===== config.mk =====
export PLATFORM = sky130hd
export DESIGN_NAME = decade_stream_monitor
export DESIGN_NICKNAME = d
export VERILOG_FILES = /design/src/rtl/decade_pkg.sv /design/src/rtl/decade_stream_monitor_bcd_tally2.sv /design/src/rtl/decade_stream_monitor.sv
export SDC_FILE = /design/constraint.sdc
export NUM_CORES = 1
export LEC_CHECK = 0
export ABC_CLOCK_PERIOD_IN_PS = 2400
export CAP_MARGIN = 5
export CORE_MARGIN = 3
export CORE_UTILIZATION = 40
export CTS_CLUSTER_DIAMETER = 150
export DETAILED_ROUTE_END_ITERATION = 8
export GPL_TIMING_DRIVEN = 0
export MAX_ROUTING_LAYER = met4
export SLEW_MARGIN = 40
export SYNTH_ARGS = -nofsm -noshare
export SYNTH_HDL_FRONTEND = slang
export SYNTH_SLANG_ARGS = --single-unit

===== constraint.sdc =====
create_clock -name clk -period 2.4 [get_ports clk]
set_input_delay 0.48 -clock clk [delete_from_list [all_inputs] [get_ports clk]]
set_output_delay 0.48 -clock clk [all_outputs]
set_load 0.02 [all_outputs]

===== src/rtl/decade_pkg.sv =====
// Shared definitions for the decade counter stream monitor: digit limit,
// violation codes, monitor state encoding and a single-digit BCD step helper.
package decade_pkg;

  localparam logic [3:0] DEC_MAX = 4'd9;

  localparam logic [1:0] ERR_NONE    = 2'b00;
  localparam logic [1:0] ERR_ILLEGAL = 2'b01;
  localparam logic [1:0] ERR_SEQ     = 2'b10;
  localparam logic [1:0] ERR_CARRY   = 2'b11;

  typedef enum logic [1:0] {
    S_HUNT  = 2'b00,
    S_TRACK = 2'b01,
    S_FAULT = 2'b10
  } state_t;

  typedef struct packed {
    logic       wrap;
    logic [3:0] val;
  } bcd_step_t;

  // One BCD digit increment: 9 wraps to 0 and reports the carry out.
  function automatic bcd_step_t bcd_next(input logic [3:0] d);
    bcd_step_t s;
    s.wrap = (d == DEC_MAX);
    s.val  = s.wrap ? 4'd0 : d + 4'd1;
    return s;
  endfunction

endpackage


===== src/rtl/decade_stream_monitor_bcd_tally2.sv =====
// Two-digit BCD event tally with a sticky flag raised when it wraps 99 -> 00.
module bcd_tally2
  import decade_pkg::*;
(
  input  logic       i_clk,
  input  logic       i_rst,
  input  logic       i_en,
  output logic [7:0] o_value,
  output logic       o_ovf
);

  logic [7:0] r_value;
  logic       r_ovf;
  bcd_step_t  w_ones;
  bcd_step_t  w_tens;

  assign w_ones  = bcd_next(r_value[3:0]);
  assign w_tens  = bcd_next(r_value[7:4]);
  assign o_value = r_value;
  assign o_ovf   = r_ovf;

  // Ripple the ones-digit carry into tens; a tens carry marks the overflow.
  always_ff @(posedge i_clk) begin
    if (i_rst) begin
      r_value <= 8'h00;
      r_ovf   <= 1'b0;
    end else if (i_en) begin
      r_value[3:0] <= w_ones.val;
      if (w_ones.wrap) begin
        r_value[7:4] <= w_tens.val;
        if (w_tens.wrap) r_ovf <= 1'b1;
      end
    end
  end

endmodule


===== src/rtl/decade_stream_monitor.sv =====
// Receive-side checker for a decade counter stream (enable x, BCD count,
// carry). Locks onto the count sequence, reports violations and tallies
// completed decades while tracking.
module decade_stream_monitor
  import decade_pkg::*;
#(
  parameter int LOCK_CNT   = 2,
  parameter bit STICKY_ERR = 1'b1
) (
  input  logic       clk,
  input  logic       reset,
  input  logic       x,
  input  logic [3:0] q_in,
  input  logic       z_in,
  output logic       locked,
  output logic       err,
  output logic [1:0] err_code,
  output logic       fault,
  output logic [7:0] decades,
  output logic       tally_ovf
);

  localparam logic [2:0] LOCK_TGT = 3'(LOCK_CNT);

  state_t     r_state;
  logic       r_have_hist;
  logic [2:0] r_match_cnt;
  logic [3:0] r_prev_q;
  logic       r_prev_x;
  logic       r_locked;
  logic       r_fault;
  logic       r_err;
  logic [1:0] r_err_code;

  logic [3:0] w_exp;
  logic       w_ill;
  logic       w_seq;
  logic       w_car;
  logic       w_viol;
  logic       w_tally_en;
  logic [1:0] w_code;

  // Expected sample: advance (wrapping 9 -> 0) if the counter was enabled, else hold.
  assign w_exp = r_prev_x ? ((r_prev_q == DEC_MAX) ? 4'd0 : r_prev_q + 4'd1) : r_prev_q;

  assign w_ill  = (q_in > DEC_MAX);
  assign w_seq  = ((r_state == S_TRACK) || ((r_state == S_HUNT) && r_have_hist))
                  && (q_in != w_exp);
  assign w_car  = (z_in != (x & (q_in == DEC_MAX)));
  assign w_viol = w_ill | w_seq | w_car;

  // Only clean carry pulses seen while tracking count as a completed decade.
  assign w_tally_en = (r_state == S_TRACK) & ~w_viol & z_in;

  // Highest-priority violation selects the reported code.
  always_comb begin
    w_code = ERR_NONE;
    if (w_ill)      w_code = ERR_ILLEGAL;
    else if (w_seq) w_code = ERR_SEQ;
    else if (w_car) w_code = ERR_CARRY;
  end

  // Monitor state machine with registered status outputs and sample history.
  always_ff @(posedge clk) begin
    if (reset) begin
      r_state     <= S_HUNT;
      r_have_hist <= 1'b0;
      r_match_cnt <= 3'd0;
      r_prev_q    <= 4'd0;
      r_prev_x    <= 1'b0;
      r_locked    <= 1'b0;
      r_fault     <= 1'b0;
      r_err       <= 1'b0;
      r_err_code  <= ERR_NONE;
    end else begin
      r_prev_q <= q_in;
      r_prev_x <= x;
      r_err    <= w_viol;
      if (w_viol) r_err_code <= w_code;
      case (r_state)
        S_HUNT: begin
          r_have_hist <= 1'b1;
          if (!r_have_hist || w_viol) begin
            r_match_cnt <= 3'd0;
          end else if (r_match_cnt + 3'd1 == LOCK_TGT) begin
            r_match_cnt <= 3'd0;
            r_state     <= S_TRACK;
            r_locked    <= 1'b1;
          end else begin
            r_match_cnt <= r_match_cnt + 3'd1;
          end
        end
        S_TRACK: begin
          if (w_viol) begin
            r_state  <= S_FAULT;
            r_locked <= 1'b0;
            r_fault  <= 1'b1;
          end
        end
        S_FAULT: begin
          // Non-sticky recovery: this sample becomes the first capture of a new hunt.
          if (!STICKY_ERR) begin
            r_state     <= S_HUNT;
            r_fault     <= 1'b0;
            r_have_hist <= 1'b1;
            r_match_cnt <= 3'd0;
          end
        end
        default: begin
          r_state     <= S_HUNT;
          r_have_hist <= 1'b0;
          r_match_cnt <= 3'd0;
          r_locked    <= 1'b0;
          r_fault     <= 1'b0;
        end
      endcase
    end
  end

  bcd_tally2 u_tally (
    .i_clk   (clk),
    .i_rst   (reset),
    .i_en    (w_tally_en),
    .o_value (decades),
    .o_ovf   (tally_ovf)
  );

  assign locked   = r_locked;
  assign fault    = r_fault;
  assign err      = r_err;
  assign err_code = r_err_code;

endmodule

==> results of run 1 <==
## kinds of logic after synthesis
kind of cell	synth area share (%)
simple gates	31.80
compound gates	22.19
flops	34.78
buf+inv	4.077
fa+ha+maj	4.529
xor+xnor	1.903
mux	0.7247
## worst max-delay path, cell delays in order
cell and delay (ns):
clkdlybuf4s50_1 0.52, nor3b_1 0.22, nor4_4 0.46, nand3_2 0.23, or4_1 0.45, a21oi_1 0.15
## path summary, 6_finish.rpt
path | slack, ns | from | to | depth (start not counted)
worst min-delay path | 0.45 | u_tally.o_ovf | u_tally.o_ovf | 2
worst max register to register | 0.32 | r_prev_x | u_tally.o_value[1] | 6
worst max-delay path | 0.16 | q_in[1] | u_tally.o_value[1] | 6
worst min register to register | 0.45 | u_tally.o_ovf | u_tally.o_ovf | 2
## synth_stat cells (all sizes together) (2+ instances only)
library cell  number  share of area (%)
xnor2              2                1.3
nor2b             11                5.0
a21oi             10                3.6
o21ai             11                4.3
nand2             11                3.0
nor3b              4                2.2
dfxtp             24                 35
or4                5                2.7
a31oi              4                1.8
ha                 5                4.5
nor4b              2                1.7
nand4              6                2.7
and2               3                1.4
clkbuf             2               0.54
nor4               2                2.0
inv               10                2.7
or3                4                1.8
o31ai              5                2.7
nand3              3                1.8
and3               2               0.91
and3b              2                1.3
a31o               2                1.3
nor2               7                1.9
o211a              3                2.2
o22ai              2               0.91
## metal layers
metal | up-vias | track usage (%) | wire [µm]
met2 | 18 | 29.25 | 1522
met5 | - | - | 0
met1 | 605 | 20.34 | 1537
met4 | 0 | 3.166 | 19
met3 | 2 | 4.333 | 90
li1 | 640 | - | -
## layout make-up
class	count	area (µm²)	area share, %
tap	44	55.05	3.291
sequential	24	480.5	28.72
buffer	3	18.77	1.122
multi-input combinational	121	848.3	50.71
timing repair buffer	21	210.2	12.57
clock buffer	3	22.52	1.346
inverter	10	37.54	2.244
## metrics by stage
stage / area, µm² / hold WS [ns] / power [mW]
6_report: 1673 / 0.4548 / 0.7058
4_1_cts: 1669 / 0.4631 / 0.7137
3_3_place_gp: 1647 / 0.4407 / 0.5286
3_5_place_dp: 1647 / 0.4418 / 0.5303
2_1_floorplan: 1381 / 0.4628 / 0.4868
5_1_grt: 1673 / 0.5096 / 0.7403
## registers in the layout, summed over array words and instances, names as in the netlist
register,count
err,1
err_code,2
fault,1
locked,1
r_have_hist,1
r_match_cnt,3
r_prev_q,4
r_prev_x,1
r_state,1
u_tally.o_ovf,1
u_tally.o_value,8
## power breakdown
part	internal [mW]	total, mW	switching, mW
Combinational	0.0456	0.107	0.0609
Sequential	0.408	0.416	0.00752
Clock	0.0588	0.184	0.125
==> out/results.tsv, run 1 <==
metric	value	unit
hold_viol_final	0	
p_leak	0.5971	nW
finish.utilization	52.64	%
cts_buffer_depth	2	
place_ws	-0.2841	ns
drt_iter0_drc	73	
n_antenna_cell	0	
yosys_warnings	0	
root_buffer	clkbuf_4	
place_inst	223	
cts.htree.levels	1	
grt_use_total	17.06	%
setup_tns	0	ns
async_flop_share	0	%
vias	1265	
clk_pin_slew_worst_paths	0.14	ns
portBuffers	21	
nFillCells	329	
layout_commonest_cell	dfxtp_1	
layout_common_cells	dfxtp_1 (24), clkdlybuf4s50_1 (21), nand2_1 (11), nor2b_1 (11)	
peakVddDrop	0.2915	mV
powerDensity	421.9	nW/µm²
post-route-min-period	2.243	ns
hpwl	2333	µm
finalMaxSlewViolations	0	
rsz0062_at_grt	false	
coreArea	3178	µm²
cp_max_fo	8	
max-cap-violations	0	
stdcell_count	226	
dieHeight	64.77	µm
rows	20	
grt_max_degree	13	
ant_nets	0	
syn_nets	171	
synth_area	1381	µm²
status	completed	
critPathCaptureType	flip-flop	
gp_congestion	0.8506	
startpoint_type	primary input	
cts.sinks	24	
wirelength	3170	µm
seq_area_frac_synth	34.78	%
drive_gt1_share	8.242	%
area_growth	21.10	%
yosys.cell_types.count	47	
cts_buffers	3	
drc	0	
cts_repair_resize_count	0	
synth-edff-count	0	
cts_tree	built	
dieArea	4195	µm²
grt_pass1_vias	1241	
arrival	2.51	ns
crit_type	primary input to flip-flop	
dr.pass1.iters	4	
grt_overflow_total	0	
finalCritPeriodShare	93.47	%
synth_seq_cells	24	
ios	22	
hold_path.class	flip-flop to flip-flop	
required	2.66	ns
synth_flop_cell	dfxtp_1	
post_cts_buffers	0	
grt_first_pass_wirelength	5533	µm
worstMarginPinSlew	0.5557	ns
skew	0.01228	ns
antenna_found_initial	0	
fin_nets	197	
hold_buffers	0	
setup_ws	0.1567	ns
routedWlPerCell	14.03	µm
die_w	64.77	µm
clk_latency	0.32	ns
synth_area_per_cell	8.743	µm²
finalSetupViolations	0	
start_util	43.46	%
avgViaCountPerCell	5.597	
netlist_instances	158	
slew_headroom	62.96	%
max_freq	445.8	MHz
Power figures use the tool's default switching activity.
==> run 2: changes to the inputs <==
--- a/config.mk
+++ b/config.mk
@@ -7,7 +7,7 @@
 export LEC_CHECK = 0
 export ABC_CLOCK_PERIOD_IN_PS = 2400
 export CAP_MARGIN = 5
-export CORE_MARGIN = 3
+export CORE_MARGIN = 5
 export CORE_UTILIZATION = 40
 export CTS_CLUSTER_DIAMETER = 150
 export DETAILED_ROUTE_END_ITERATION = 8
==> run 2 against run 1 <==
Worst hold slack lost 0.00063 ns. Count of clock-buffer cells in the layout grew 1. Total power grew 4.3%. Critical endpoint is now u_tally.o_value[4]. Cell area grew 0.97%. Clock skew shrank 0.0051 ns. Sequential power is essentially flat. Combinational power is essentially flat. Critical path type unchanged. Die area grew 13%. Clock power grew 16%. Register-to-register slack is essentially flat.
==> out/results.tsv, run 2 (same netlist as run 1, synthesis figures left out) <==
metric	value	unit	change
grt_overflow_total	0		unchanged
regToRegSetupSlack	0.31	ns	was 0.32 ns
dieHeight	68.77	µm	was 64.77 µm
cts_buffers	3		unchanged
start_util	41.39	%	was 43.46%
required	2.66	ns	about the same
startpoint_type	primary input		unchanged
fin_nets	197		unchanged
grt_first_pass_wirelength	5844	µm	was 5533 µm
cp_max_fo	8		unchanged
avgViaCountPerCell	5.515		was 5.597
slowest_stage	clkdlybuf4s50_1		unchanged
post-route-min-period	2.237	ns	was 2.243 ns
clk_latency	0.31	ns	was 0.32 ns
p_leak	0.6043	nW	was 0.5971 nW
status	completed		unchanged
finish.utilization	50.62	%	was 52.64%
portBuffers	21		unchanged
ios	22		unchanged
grt_max_degree	14		was 13
min_to	u_tally.o_ovf		unchanged
cts.sinks	24		unchanged
max_freq	447.0	MHz	was 445.8 MHz
peakVddDrop	0.2074	mV	was 0.2915 mV
coreArea	3337	µm²	was 3178 µm²
layout_common_cells	dfxtp_1 (24), clkdlybuf4s50_1 (21), nand2_1 (11), nor2b_1 (11)		unchanged
rows	21		was 20
dieArea	4729	µm²	was 4195 µm²
routedWlPerCell	14.55	µm	was 14.03 µm
drc	0		unchanged
cp_num_buf_inv	1		unchanged
hold_path.class	flip-flop to flip-flop		unchanged
hold_buffers	0		unchanged
cp_top_family	simple AND/OR/NAND/NOR gates		unchanged
whs_path_depth	2		unchanged
n_antenna_cell	0		unchanged
max-cap-violations	0		unchanged
powerDensity	435.6	nW/µm²	was 421.9 nW/µm²
cts.htree.levels	1		unchanged
hold_viol_final	0		unchanged
antenna_found_initial	0		unchanged
skew	0.007206	ns	was 0.01228 ns
root_buffer	clkbuf_4		unchanged
area_growth	22.28	%	was 21.10%
crit_type	primary input to flip-flop		unchanged
slew_headroom	65.04	%	was 62.96%
cpPeakStageDelay	0.51	ns	was 0.52 ns
cts_tree	built		unchanged
r2r_end	fault		was u_tally.o_value[1]
arrival	2.50	ns	was 2.51 ns
clk_pin_slew_worst_paths	0.13	ns	was 0.14 ns
critPathCaptureType	flip-flop		unchanged
rsz0062_at_grt	false		unchanged
finalCritPeriodShare	93.22	%	was 93.47%
grt_pass1_vias	1258		was 1241
dr.pass1.iters	4		unchanged
worstPathCellList	clkdlybuf4s50_1 > nor3b_1 > nor4_4 > nand3_2 > or4_1 > a21oi_1		unchanged
finalMaxSlewViolations	0		unchanged
drt_iter0_drc	42		was 73
die_w	68.77	µm	was 64.77 µm
wirelength	3331	µm	was 3170 µm
design_power_total	0.7358	mW	was 0.7058 mW
grt_use_total	16.66	%	was 17.06%
drive_gt1_share	8.743	%	was 8.242%
r2r_start	r_prev_q[1]		was r_prev_x
cts_buffer_depth	2		unchanged
largest_register_ffs	8		unchanged
gp_congestion	0.7933		was 0.8506
worstMarginPinSlew	0.5244	ns	was 0.5557 ns
worstHoldStart	u_tally.o_ovf		unchanged
vias	1263		was 1265
layout_commonest_cell	dfxtp_1		unchanged
finalSetupViolations	0		unchanged
ant_nets	0		unchanged
hpwl	2521	µm	was 2333 µm
ff2ff_path_depth	6		unchanged
[run 2: cell count changes in the layout (fill, tap and decap cells not counted), sizes merged]
cell and delta:
clkbuf +1
[run 2: cell type report]
type | instances | area (µm²)
fillers | 351 | 1648
multi-input cells | 121 | 848.3
flip-flops and latches | 24 | 480.5
repair buffers | 21 | 210.2
well taps | 46 | 57.56
inverters | 10 | 37.54
clock buffers | 4 | 36.28
plain buffers | 3 | 18.77
[run 2: worst max path at each step]
stage,from,to,slack [ns],cells after the start
finish,q_in[1],u_tally.o_value[4],0.16,6
global route,q_in[1],u_tally.o_value[2],0.02,6
CTS,z_in,u_tally.o_value[4],0.06,7
detailed placement,z_in,u_tally.o_value[4],-0.26,7
global placement,z_in,u_tally.o_value[4],-0.26,7
floorplan,q_in[2],u_tally.o_value[2],0.54,7
[run 2: tightest hold or removal path: cells and delay by family (launching register included)]
kind / cells / cell delay [ns]
flip-flops: 1 / 0.33
AO/OA/AOI/OAI: 1 / 0.05
buffers and inverters: 1 / 0.04
[run 2: routing by layer]
layer | share of wire [%] | wire [µm] | up-vias | global-route usage (%)
met5 | 0 | 0 | - | -
met4 | 0.75 | 25 | 0 | 4.866
met3 | 4.0 | 134 | 4 | 2.917
met2 | 52 | 1719 | 26 | 28.72
met1 | 44 | 1452 | 594 | 19.80
li1 | - | - | 639 | -
[run 2: what timing repair did]
| item | 4_1_cts | 5_1_grt |
|---|---|---|
| setup buffers | 0 | 0 |
| endpoints found under the hold margin | 0 | 0 |
| setup endpoints to repair | 0 | 9 |
| resized for setup | 0 | 1 |
[run 2: power by group]
part,leakage [nW],total (mW),switching [mW],internal [mW]
combinational,0.387,0.106,0.0606,0.0456
sequential,0.196,0.416,0.00769,0.408
clock,0.0210,0.214,0.121,0.0927
total,0.604,0.736,0.189,0.546
[run 2: stage by stage]
step           TNS, ns  hold WS (ns)  area (µm²)  std cells  worst slack, ns
2_1_floorplan        0        0.4628        1381        158           0.5392
3_3_place_gp    -1.891        0.4396        1649        225          -0.2573
6_report             0        0.4542        1689        229           0.1628
4_1_cts              0        0.4604        1685        229          0.06365
3_5_place_dp    -1.983        0.4409        1649        225          -0.2571
5_1_grt              0        0.4959        1689        229          0.01564
